**config.mk**
```make
export PLATFORM = sky130hd
export DESIGN_NAME = id_stage_pipe_flat
export DESIGN_NICKNAME = d
export VERILOG_FILES = /design/src/rtl/id_pkg.sv /design/src/rtl/id_stage_pipe_if.sv /design/src/rtl/id_regfile.sv /design/src/rtl/id_stage_pipe.sv /design/src/flat_wrapper.sv
export SDC_FILE = /design/constraint.sdc
export NUM_CORES = 1
export LEC_CHECK = 0
export ABC_CLOCK_PERIOD_IN_PS = 5100
export BUFFER_PORTS_ARGS = -buffer_cell sky130_fd_sc_hd__buf_2
export CORE_ASPECT_RATIO = 1.4
export CORE_MARGIN = 8
export CORE_UTILIZATION = 58
export CTS_BUF_LIST = sky130_fd_sc_hd__clkbuf_8
export DETAILED_ROUTE_END_ITERATION = 12
export PLACE_DENSITY = 0.75
export SLEW_MARGIN = 20
export SYNTH_ARGS = -nofsm -noshare
export SYNTH_HDL_FRONTEND = slang
export SYNTH_HIERARCHICAL = 1
export SYNTH_SLANG_ARGS = --single-unit
export TNS_END_PERCENT = 50
```
**constraint.sdc**
```tcl
create_clock -name clk -period 5.1 [get_ports clk]
set_input_delay 0.255 -clock clk [delete_from_list [all_inputs] [get_ports clk]]
set_output_delay 0.255 -clock clk [all_outputs]
set_load 0.02 [all_outputs]
```
**src/rtl/id_pkg.sv**
```systemverilog
// Shared decode definitions for the ARM ID stage.
// Control bundle, opcode tables, condition codes, decode helpers.
package id_pkg;

  localparam logic [1:0] MODE_DP  = 2'b00;
  localparam logic [1:0] MODE_MEM = 2'b01;
  localparam logic [1:0] MODE_BR  = 2'b10;

  localparam logic [3:0] OP_AND = 4'b0000;
  localparam logic [3:0] OP_EOR = 4'b0001;
  localparam logic [3:0] OP_SUB = 4'b0010;
  localparam logic [3:0] OP_ADD = 4'b0100;
  localparam logic [3:0] OP_ADC = 4'b0101;
  localparam logic [3:0] OP_SBC = 4'b0110;
  localparam logic [3:0] OP_TST = 4'b1000;
  localparam logic [3:0] OP_CMP = 4'b1010;
  localparam logic [3:0] OP_ORR = 4'b1100;
  localparam logic [3:0] OP_MOV = 4'b1101;
  localparam logic [3:0] OP_MVN = 4'b1111;

  localparam logic [3:0] CMD_MOV = 4'b0001;
  localparam logic [3:0] CMD_ADD = 4'b0010;
  localparam logic [3:0] CMD_ADC = 4'b0011;
  localparam logic [3:0] CMD_SUB = 4'b0100;
  localparam logic [3:0] CMD_SBC = 4'b0101;
  localparam logic [3:0] CMD_AND = 4'b0110;
  localparam logic [3:0] CMD_ORR = 4'b0111;
  localparam logic [3:0] CMD_EOR = 4'b1000;
  localparam logic [3:0] CMD_MVN = 4'b1001;

  localparam logic [3:0] CC_EQ = 4'b0000;
  localparam logic [3:0] CC_NE = 4'b0001;
  localparam logic [3:0] CC_CS = 4'b0010;
  localparam logic [3:0] CC_CC = 4'b0011;
  localparam logic [3:0] CC_MI = 4'b0100;
  localparam logic [3:0] CC_PL = 4'b0101;
  localparam logic [3:0] CC_VS = 4'b0110;
  localparam logic [3:0] CC_VC = 4'b0111;
  localparam logic [3:0] CC_HI = 4'b1000;
  localparam logic [3:0] CC_LS = 4'b1001;
  localparam logic [3:0] CC_GE = 4'b1010;
  localparam logic [3:0] CC_LT = 4'b1011;
  localparam logic [3:0] CC_GT = 4'b1100;
  localparam logic [3:0] CC_LE = 4'b1101;
  localparam logic [3:0] CC_AL = 4'b1110;

  localparam int FLAG_N = 3;
  localparam int FLAG_Z = 2;
  localparam int FLAG_C = 1;
  localparam int FLAG_V = 0;

  typedef struct packed {
    logic       wb_en;
    logic       mem_r_en;
    logic       mem_w_en;
    logic       b;
    logic       s;
    logic [3:0] exe_cmd;
  } ctrl_t;

  function automatic ctrl_t decode(input logic [31:0] ins);
    ctrl_t      c;
    logic [3:0] op;
    logic       s;
    c  = '0;
    op = ins[24:21];
    s  = ins[20];
    unique case (ins[27:26])
      MODE_DP: begin
        c.s     = s;
        c.wb_en = 1'b1;
        case (op)
          OP_MOV: c.exe_cmd = CMD_MOV;
          OP_MVN: c.exe_cmd = CMD_MVN;
          OP_ADD: c.exe_cmd = CMD_ADD;
          OP_ADC: c.exe_cmd = CMD_ADC;
          OP_SUB: c.exe_cmd = CMD_SUB;
          OP_SBC: c.exe_cmd = CMD_SBC;
          OP_AND: c.exe_cmd = CMD_AND;
          OP_ORR: c.exe_cmd = CMD_ORR;
          OP_EOR: c.exe_cmd = CMD_EOR;
          OP_CMP: begin
            c.exe_cmd = CMD_SUB;
            c.wb_en   = 1'b0;
          end
          OP_TST: begin
            c.exe_cmd = CMD_AND;
            c.wb_en   = 1'b0;
          end
          default: c = '0;
        endcase
      end
      MODE_MEM: begin
        c.exe_cmd  = CMD_ADD;
        c.wb_en    = s;
        c.mem_r_en = s;
        c.mem_w_en = ~s;
      end
      MODE_BR: c.b = 1'b1;
      default: c = '0;
    endcase
    return c;
  endfunction

  function automatic logic cond_pass(
    input logic [3:0] cc,
    input logic [3:0] sr
  );
    logic n, z, c, v, p;
    n = sr[FLAG_N];
    z = sr[FLAG_Z];
    c = sr[FLAG_C];
    v = sr[FLAG_V];
    unique case (cc)
      CC_EQ:   p = z;
      CC_NE:   p = ~z;
      CC_CS:   p = c;
      CC_CC:   p = ~c;
      CC_MI:   p = n;
      CC_PL:   p = ~n;
      CC_VS:   p = v;
      CC_VC:   p = ~v;
      CC_HI:   p = c & ~z;
      CC_LS:   p = ~c | z;
      CC_GE:   p = (n == v);
      CC_LT:   p = (n != v);
      CC_GT:   p = ~z & (n == v);
      CC_LE:   p = z | (n != v);
      CC_AL:   p = 1'b1;
      default: p = 1'b0;
    endcase
    return p;
  endfunction

endpackage

```
**src/rtl/id_stage_pipe_if.sv**
```systemverilog
// IF/ID -> ID and ID/EX -> EXE handshake bundle.
// master = surrounding pipeline, slave = the ID stage.
interface id_stage_pipe_if #(
  parameter int XLEN = 32
);
  logic            in_valid;
  logic            in_ready;
  logic [31:0]     Instruction;
  logic [XLEN-1:0] in_pc;
  logic            out_valid;
  logic            out_ready;

  modport master (
    output in_valid, Instruction, in_pc, out_ready,
    input  in_ready, out_valid
  );

  modport slave (
    input  in_valid, Instruction, in_pc, out_ready,
    output in_ready, out_valid
  );
endinterface

```
**src/rtl/id_regfile.sv**
```systemverilog
// Architectural register file, 1 write / 2 async read ports.
// ID_WB_BYPASS_EN: reads see a same-cycle WB write.
module id_regfile #(
  parameter int XLEN  = 32,
  parameter int NREGS = 16,
  localparam int RW   = $clog2(NREGS)
) (
  input  logic            clk,
  input  logic            rst,
  input  logic            we,
  input  logic [RW-1:0]   waddr,
  input  logic [XLEN-1:0] wdata,
  input  logic [RW-1:0]   raddr1,
  input  logic [RW-1:0]   raddr2,
  output logic [XLEN-1:0] rdata1,
  output logic [XLEN-1:0] rdata2
);

  logic [XLEN-1:0] mem [NREGS];

  // write port, whole file cleared on reset
  always_ff @(posedge clk or negedge rst) begin
    if (!rst) begin
      for (int i = 0; i < NREGS; i++) begin
        mem[i] <= '0;
      end
    end else if (we) begin
      mem[waddr] <= wdata;
    end
  end

`ifdef ID_WB_BYPASS_EN
  assign rdata1 = (we && waddr == raddr1) ? wdata : mem[raddr1];
  assign rdata2 = (we && waddr == raddr2) ? wdata : mem[raddr2];
`else
  assign rdata1 = mem[raddr1];
  assign rdata2 = mem[raddr2];
`endif

endmodule

```
**src/rtl/id_stage_pipe.sv**
```systemverilog
// ARM decode stage with its own ID/EX register and handshake.
// ID_WB_BYPASS_EN enables WB write-through in id_regfile.
module id_stage_pipe
  import id_pkg::*;
#(
  parameter int              XLEN         = 32,
  parameter int              NREGS        = 16,
  parameter logic [XLEN-1:0] RESET_PC_TAG = '0,
  localparam int             RW           = $clog2(NREGS)
) (
  input  logic            clk,
  input  logic            rst,
  id_stage_pipe_if.slave  bus,
  input  logic [3:0]      SR,
  input  logic            hazard,
  input  logic            flush,
  input  logic            writeBackEn,
  input  logic [RW-1:0]   Dest_wb,
  input  logic [XLEN-1:0] Result_WB,
  output logic            WB_EN,
  output logic            MEM_R_EN,
  output logic            MEM_W_EN,
  output logic            B,
  output logic            S,
  output logic [3:0]      EXE_CMD,
  output logic [XLEN-1:0] Val_Rn,
  output logic [XLEN-1:0] Val_Rm,
  output logic            imm,
  output logic [11:0]     Shift_operand,
  output logic [23:0]     Signed_imm_24,
  output logic [RW-1:0]   Dest,
  output logic [XLEN-1:0] out_pc,
  output logic [RW-1:0]   src1,
  output logic [RW-1:0]   src2,
  output logic            Two_src
);

  ctrl_t           ctrl_dec;
  ctrl_t           ctrl_q;
  logic            valid_q;
  logic            pass;
  logic            adv;
  logic            accept;
  logic            take;
  logic [XLEN-1:0] rn_val;
  logic [XLEN-1:0] rm_val;
  logic [31:0]     ins;

  assign ins      = bus.Instruction;
  assign ctrl_dec = decode(ins);
  assign pass     = cond_pass(ins[31:28], SR);

  assign adv          = ~valid_q | bus.out_ready;
  assign bus.in_ready = adv & ~hazard & ~flush;
  assign accept       = bus.in_valid & bus.in_ready;
  assign take         = accept & pass;

  assign src1    = ins[16 +: RW];
  assign src2    = ctrl_dec.mem_w_en ? ins[12 +: RW]
                                     : ins[0 +: RW];
  assign Two_src = ctrl_dec.mem_w_en | ~ins[25];

  id_regfile #(
    .XLEN  (XLEN),
    .NREGS (NREGS)
  ) u_rf (
    .clk    (clk),
    .rst    (rst),
    .we     (writeBackEn),
    .waddr  (Dest_wb),
    .wdata  (Result_WB),
    .raddr1 (src1),
    .raddr2 (src2),
    .rdata1 (rn_val),
    .rdata2 (rm_val)
  );

  // valid + control: flush kills, bubbles carry zero control
  always_ff @(posedge clk or negedge rst) begin
    if (!rst) begin
      valid_q <= 1'b0;
      ctrl_q  <= '0;
    end else if (flush) begin
      valid_q <= 1'b0;
      ctrl_q  <= '0;
    end else if (adv) begin
      valid_q <= take;
      ctrl_q  <= take ? ctrl_dec : '0;
    end
  end

  // data fields load whenever the register advances
  always_ff @(posedge clk or negedge rst) begin
    if (!rst) begin
      Val_Rn        <= '0;
      Val_Rm        <= '0;
      imm           <= 1'b0;
      Shift_operand <= '0;
      Signed_imm_24 <= '0;
      Dest          <= '0;
      out_pc        <= RESET_PC_TAG;
    end else if (!flush && adv) begin
      Val_Rn        <= rn_val;
      Val_Rm        <= rm_val;
      imm           <= ins[25];
      Shift_operand <= ins[11:0];
      Signed_imm_24 <= ins[23:0];
      Dest          <= ins[12 +: RW];
      out_pc        <= bus.in_pc;
    end
  end

  assign bus.out_valid = valid_q;
  assign WB_EN         = ctrl_q.wb_en;
  assign MEM_R_EN      = ctrl_q.mem_r_en;
  assign MEM_W_EN      = ctrl_q.mem_w_en;
  assign B             = ctrl_q.b;
  assign S             = ctrl_q.s;
  assign EXE_CMD       = ctrl_q.exe_cmd;

endmodule

```
**src/flat_wrapper.sv**
```systemverilog
// flat-port wrapper written by rule: the top's interface ports become plain ports
module id_stage_pipe_flat import id_pkg::*;
#(
  parameter int              XLEN         = 32,
  parameter int              NREGS        = 16,
  parameter logic [XLEN-1:0] RESET_PC_TAG = '0,
  localparam int             RW           = $clog2(NREGS)
)
  (clk, rst, SR, hazard, flush, writeBackEn, Dest_wb, Result_WB, WB_EN, MEM_R_EN, MEM_W_EN, B, S, EXE_CMD, Val_Rn, Val_Rm, imm, Shift_operand, Signed_imm_24, Dest, out_pc, src1, src2, Two_src, bus_in_valid, bus_Instruction, bus_in_pc, bus_out_ready, bus_in_ready, bus_out_valid);
  id_stage_pipe_if #(.XLEN(XLEN)) bus_i ();
  input  logic clk;
  input  logic rst;
  input  logic [3:0] SR;
  input  logic hazard;
  input  logic flush;
  input  logic writeBackEn;
  input  logic [RW-1:0] Dest_wb;
  input  logic [XLEN-1:0] Result_WB;
  output logic WB_EN;
  output logic MEM_R_EN;
  output logic MEM_W_EN;
  output logic B;
  output logic S;
  output logic [3:0] EXE_CMD;
  output logic [XLEN-1:0] Val_Rn;
  output logic [XLEN-1:0] Val_Rm;
  output logic imm;
  output logic [11:0] Shift_operand;
  output logic [23:0] Signed_imm_24;
  output logic [RW-1:0] Dest;
  output logic [XLEN-1:0] out_pc;
  output logic [RW-1:0] src1;
  output logic [RW-1:0] src2;
  output logic Two_src;
  input wire logic [$bits(bus_i.in_valid)-1:0] bus_in_valid;
  input wire logic [$bits(bus_i.Instruction)-1:0] bus_Instruction;
  input wire logic [$bits(bus_i.in_pc)-1:0] bus_in_pc;
  input wire logic [$bits(bus_i.out_ready)-1:0] bus_out_ready;
  output wire logic [$bits(bus_i.in_ready)-1:0] bus_in_ready;
  output wire logic [$bits(bus_i.out_valid)-1:0] bus_out_valid;
  assign bus_i.in_valid = bus_in_valid;
  assign bus_i.Instruction = bus_Instruction;
  assign bus_i.in_pc = bus_in_pc;
  assign bus_i.out_ready = bus_out_ready;
  assign bus_in_ready = bus_i.in_ready;
  assign bus_out_valid = bus_i.out_valid;
  id_stage_pipe #(.XLEN(XLEN), .NREGS(NREGS), .RESET_PC_TAG(RESET_PC_TAG)) u_core (.clk(clk), .rst(rst), .bus(bus_i), .SR(SR), .hazard(hazard), .flush(flush), .writeBackEn(writeBackEn), .Dest_wb(Dest_wb), .Result_WB(Result_WB), .WB_EN(WB_EN), .MEM_R_EN(MEM_R_EN), .MEM_W_EN(MEM_W_EN), .B(B), .S(S), .EXE_CMD(EXE_CMD), .Val_Rn(Val_Rn), .Val_Rm(Val_Rm), .imm(imm), .Shift_operand(Shift_operand), .Signed_imm_24(Signed_imm_24), .Dest(Dest), .out_pc(out_pc), .src1(src1), .src2(src2), .Two_src(Two_src));
endmodule
```
==> qor.csv <==
stage,metric,value,unit
status,status,completed,
clock_tree,clock transition time at the flip-flop clock pins of the worst setup and hold paths,0.06,ns
setup_path,type of element launching the critical path,input pin,
setup_path,"Slowest-stage cell, CP",sky130_fd_sc_hd__nor3b_1,
placement,worst slack at placement,1.58,ns
setup_path,launch instance of the worst register-to-register path,u_core/bus.out_valid$_DFFE_PN0P_,
cells_and_area,layout cells sized above 1,56.7,%
power_and_ir_drop,internal power summed over all cells,10.7,mW
placement,final HPWL from detailed placement,51.0,mm
clock_tree,cell chosen for the clock root,sky130_fd_sc_hd__clkbuf_8,
clock_tree,H-tree depth reported by CTS,3,
clock_tree,TritonCTS clock tree,done,
logic_synthesis,count of unique library cells instantiated by Yosys,45,
sta,worst hold slack,0.0521,ns
logic_synthesis,fraction of registers with async set or reset after synthesis,100,%
setup_path,most repeated library cell on the critical path,sky130_fd_sc_hd__nand2_1,
power_and_ir_drop,leakage power,15.9,nW
min_path,type of the most critical hold path,in -> reg,
logic_synthesis,Synth Cell Area,31900,um2
floorplanning,num ports,268,
clock_tree,number of gates resized after CTS,0,
sta,RSZ-0062 raised after global routing,false,
floorplanning,number of cell rows,102,
global_route,combined global-route utilization of all metal layers,28.0,%
clock_tree,maximum root-to-sink buffer count,3,
setup_path,kind of end point of the critical path,flop,
min_path,Cells on Worst Hold Path,2,
global_route,number of antenna violations at the first check in global routing,7,
sta,clock skew after layout,0.0304,ns
cells_and_area,area growth from synthesis to final layout,15.2,%
logic_synthesis,Post-synth EDFFs,0,
power_and_ir_drop,P per Cell Area,412,nW/um2
cells_and_area,post-route core utilization,67.0,%
setup_path,longest individual stage delay on the worst path,0.56,ns
setup_path,Buffers & Inverters on Critical Path,3,
detailed_routing,residual antenna-violating net count after detailed routing,0,
sta,Final Hold Vio Count,0,
setup_path,"critical path, cell by cell","dlygate4sd3_1, buf_2, nor3b_1, nand2_1, nand2_4, buf_4, mux4_2, a22oi_1, nand2_1, mux2_2",
logic_synthesis,number of cells produced by synthesis,2059,
power_and_ir_drop,share of power burned in the clock network,28.5,%
setup_path,Critical R2R Capture,u_core/MEM_R_EN$_DFFE_PN0P_,
logic_synthesis,largest cells by area after synthesis,"sky130_fd_sc_hd__dfrtp_1 50%, sky130_fd_sc_hd__mux2_2 22%, sky130_fd_sc_hd__mux4_2 18%",
detailed_routing,Total Routed Length,88.0,mm
sta,Final Slew Violations,0,
global_route,number of global-route vias before repair,22541,
setup_path,WP data required,5.66,ns
power_and_ir_drop,net switching component of the power,4.41,mW
logic_synthesis,sequential fraction of the synthesis area,50.4,%
setup_path,number of cells on the worst reg-to-reg path,7,
detailed_routing,first-pass iteration count of the detailed router,5,
floorplanning,width of the chip,214,um
sta,final critical path time including I/O delays and setup,3.34,ns
logic_synthesis,most instantiated flip-flop cell in the synthesis netlist,sky130_fd_sc_hd__dfrtp_1,
detailed_routing,first-iteration detailed-routing DRC count,1790,
placement,port buffer count,267,
setup_path,Crit. Startpoint,bus_Instruction[26],
run,Max Cap Viol,0,
sta,setup ws final,1.76,ns
setup_path,reg-to-reg setup timing slack,2.12,ns
clock_tree,post-CTS repair timing setup buffer count,0,
clock_tree,cts bufs inserted,97,
sta,highest attainable clock frequency,0.300,GHz
logic_synthesis,Post-Synthesis Mean Instance Area,15.5,um2
detailed_routing,number of remaining DRC errors,0,
floorplanning,die extent in y,294,um
floorplanning,placeable core region,54900,um2
detailed_routing,routed length per instance,27.8,um
floorplanning,starting utilization of the core area,58.2,%
sta,worst relative slew slack,25.4,%
sta,Setup TNS Final,0,ns
power_and_ir_drop,Sw Share,29.1,%
clock_tree,TritonCTS sink count,643,
logic_synthesis,top cell type's share of synthesized area,50.4,%
min_path,terminating pin of the worst hold path,u_core/u_rf/mem[374]$_DFFE_PN0P_,
sta,fin crit share,65.4,%
min_path,launch instance of the worst min-delay path,Result_WB[22],
setup_path,CP Data Arrival Time,3.90,ns
logic_synthesis,net count after synthesis,2170,
clock_tree,Worst-Skew Late Latency,0.69,ns
power_and_ir_drop,sequential share of power,47.0,%
sta,number of failing setup endpoints in the final timing report,0,
global_route,pin count of the biggest net entering global routing,173,
power_and_ir_drop,VDD IR-drop max,259,uV
setup_path,Worst Setup Path Type,in -> reg,
floorplanning,Total Die Area,62900,um2
placement,number of cells after detailed placement,2891,
global_route,global-route wire length before repair,136,mm
detailed_routing,average vias per placed instance,6.50,
power_and_ir_drop,combinational power share,24.5,%
logic_synthesis,yosys warns,6,
sta,worst-margin pin slew,1.12,ns
cells_and_area,layout net count,2466,
detailed_routing,via count of the routed design,20568,
placement,global placer's final weighted congestion,0.809,
setup_path,maximum fanout along the worst path,30,
cells_and_area,number of standard cells in the final layout excluding fillers,3162,
logic_synthesis,Yosys top cell by area,sky130_fd_sc_hd__dfrtp_1,
logic_synthesis,number of synthesized register bits,643,
setup_path,largest delay contributor family on the critical path,simple AND/OR/NAND/NOR gates,
global_route,global route overflow,0,
==> cells by family (layout without fill, tap and decap cells) <==
logic type	Yosys count	in the layout	share of synthesized area [%]
other	0	5	0
AO/OA/AOI/OAI	157	157	3.71
flip-flops	643	643	50.4
AND/OR/NAND/NOR	150	150	2.19
buffers and inverters	212	582	3.08
XOR/XNOR	2	2	0.0549
multiplexers	895	895	40.6
==> how the worst max path moves through the flow <==
stage | endpoint | slack, ns | cells after the start
final | u_core/Val_Rm[24]$_DFFE_PN0P_ | 1.76 | 10
after global routing | u_core/Val_Rm[14]$_DFFE_PN0P_ | 1.54 | 10
after CTS | u_core/Val_Rm[24]$_DFFE_PN0P_ | 1.75 | 10
after detailed placement | u_core/Val_Rm[24]$_DFFE_PN0P_ | 1.58 | 9
after global placement | u_core/Val_Rm[24]$_DFFE_PN0P_ | 1.66 | 9
after floorplan | u_core/Val_Rm[22]$_DFFE_PN0P_ | 2.51 | 9
==> timing repair <==
| action | 4_1_cts | 5_1_grt |
|---|---|---|
| hold buffers | 93 | 0 |
| setup endpoints to repair | 0 | 0 |
| hold endpoints to repair | 532 | 0 |
==> Yosys cell counts, types with 2 or more instances <==
master,n
sky130_fd_sc_hd__o31ai_1,4
sky130_fd_sc_hd__mux2_2,632
sky130_fd_sc_hd__xnor2_1,2
sky130_fd_sc_hd__mux2_1,4
sky130_fd_sc_hd__buf_1,9
sky130_fd_sc_hd__nor3_1,7
sky130_fd_sc_hd__nor2_1,13
sky130_fd_sc_hd__buf_2,84
sky130_fd_sc_hd__dfrtp_1,643
sky130_fd_sc_hd__o21ai_1,6
sky130_fd_sc_hd__a22oi_1,128
sky130_fd_sc_hd__a21oi_1,5
sky130_fd_sc_hd__nand3b_1,6
sky130_fd_sc_hd__nand2b_1,6
sky130_fd_sc_hd__o21ai_0,2
sky130_fd_sc_hd__a211oi_1,2
sky130_fd_sc_hd__nand3_1,6
sky130_fd_sc_hd__nand4_1,2
sky130_fd_sc_hd__mux2i_1,3
sky130_fd_sc_hd__or3_1,3
sky130_fd_sc_hd__nand2_1,89
sky130_fd_sc_hd__a22o_1,2
sky130_fd_sc_hd__clkbuf_1,94
sky130_fd_sc_hd__and2_1,3
sky130_fd_sc_hd__inv_1,4
sky130_fd_sc_hd__nor2b_1,7
sky130_fd_sc_hd__buf_4,20
sky130_fd_sc_hd__mux4_2,256
==> area by class of cell <==
class	instances	area, um2
clock inverters	50	298
diodes	5	12.5
flip-flops and latches	643	16100
multi-input cells	1204	15000
clock buffers	123	1690
well taps	728	911
inverters	4	15.0
repair buffers	405	2740
fillers	3839	18100
==> placed cells by master (no fill, tap or decap), types with 3 or more instances in the layout <==
cell type,instances
sky130_fd_sc_hd__nor2_1,5
sky130_fd_sc_hd__a22oi_1,128
sky130_fd_sc_hd__clkbuf_8,124
sky130_fd_sc_hd__nand3_1,6
sky130_fd_sc_hd__nor3_2,6
sky130_fd_sc_hd__mux2i_1,3
sky130_fd_sc_hd__mux2_2,632
sky130_fd_sc_hd__buf_4,37
sky130_fd_sc_hd__diode_2,5
sky130_fd_sc_hd__buf_12,9
sky130_fd_sc_hd__nand3b_1,6
sky130_fd_sc_hd__nor2_4,8
sky130_fd_sc_hd__o31ai_1,4
sky130_fd_sc_hd__mux2_1,4
sky130_fd_sc_hd__clkinv_2,18
sky130_fd_sc_hd__dlygate4sd3_1,93
sky130_fd_sc_hd__nand2_1,87
sky130_fd_sc_hd__a21oi_1,5
sky130_fd_sc_hd__inv_1,31
sky130_fd_sc_hd__nor2b_4,5
sky130_fd_sc_hd__mux4_2,256
sky130_fd_sc_hd__buf_2,264
sky130_fd_sc_hd__bufinv_16,3
sky130_fd_sc_hd__o21ai_1,6
sky130_fd_sc_hd__nand2b_1,6
sky130_fd_sc_hd__dfrtp_1,643
==> power by group through the flow <==
stage	sequential, mW	combinational (mW)	clock (mW)
finish	7.11	3.71	4.32
global route	7.27	3.96	4.64
CTS	7.10	3.73	4.42
detailed placement	7.18	3.66	0
global placement	7.07	3.55	0
floorplan	7.17	2.47	0
==> worst reg2reg max path, delay by kind of cell, from the launching register on <==
family	cells	cell delay (ns)
flip-flops	1	0.39
buffers and inverters	2	1.19
AO/OA/AOI/OAI	2	0.43
AND/OR/NAND/NOR	3	0.91
==> sequential cells by signal, indices dropped and copies added, names as in the netlist, 4 cells and up <==
name / cells
u_core/Shift_operand: 11
u_core/Val_Rn: 32
u_core/Signed_imm_24: 13
u_core/Val_Rm: 32
u_core/out_pc: 32
u_core/u_rf/mem: 512
u_core/EXE_CMD: 4
==> through the flow <==
stage	cell area, um2	total power [mW]
after floorplan	31900	9.65
after global placement	33800	10.6
after detailed placement	33800	10.8
after CTS	36800	15.2
after global routing	36800	15.9
final	36800	15.1
==> per-layer routing <==
layer,wire length [um],global-route usage (%),vias up
met5,34,0,-
met1,33800,35.7,10984
met2,44700,47.1,836
li1,-,-,8493
met3,5670,4.18,249
met4,3810,13.2,6
Power figures use the tool's default switching activity.
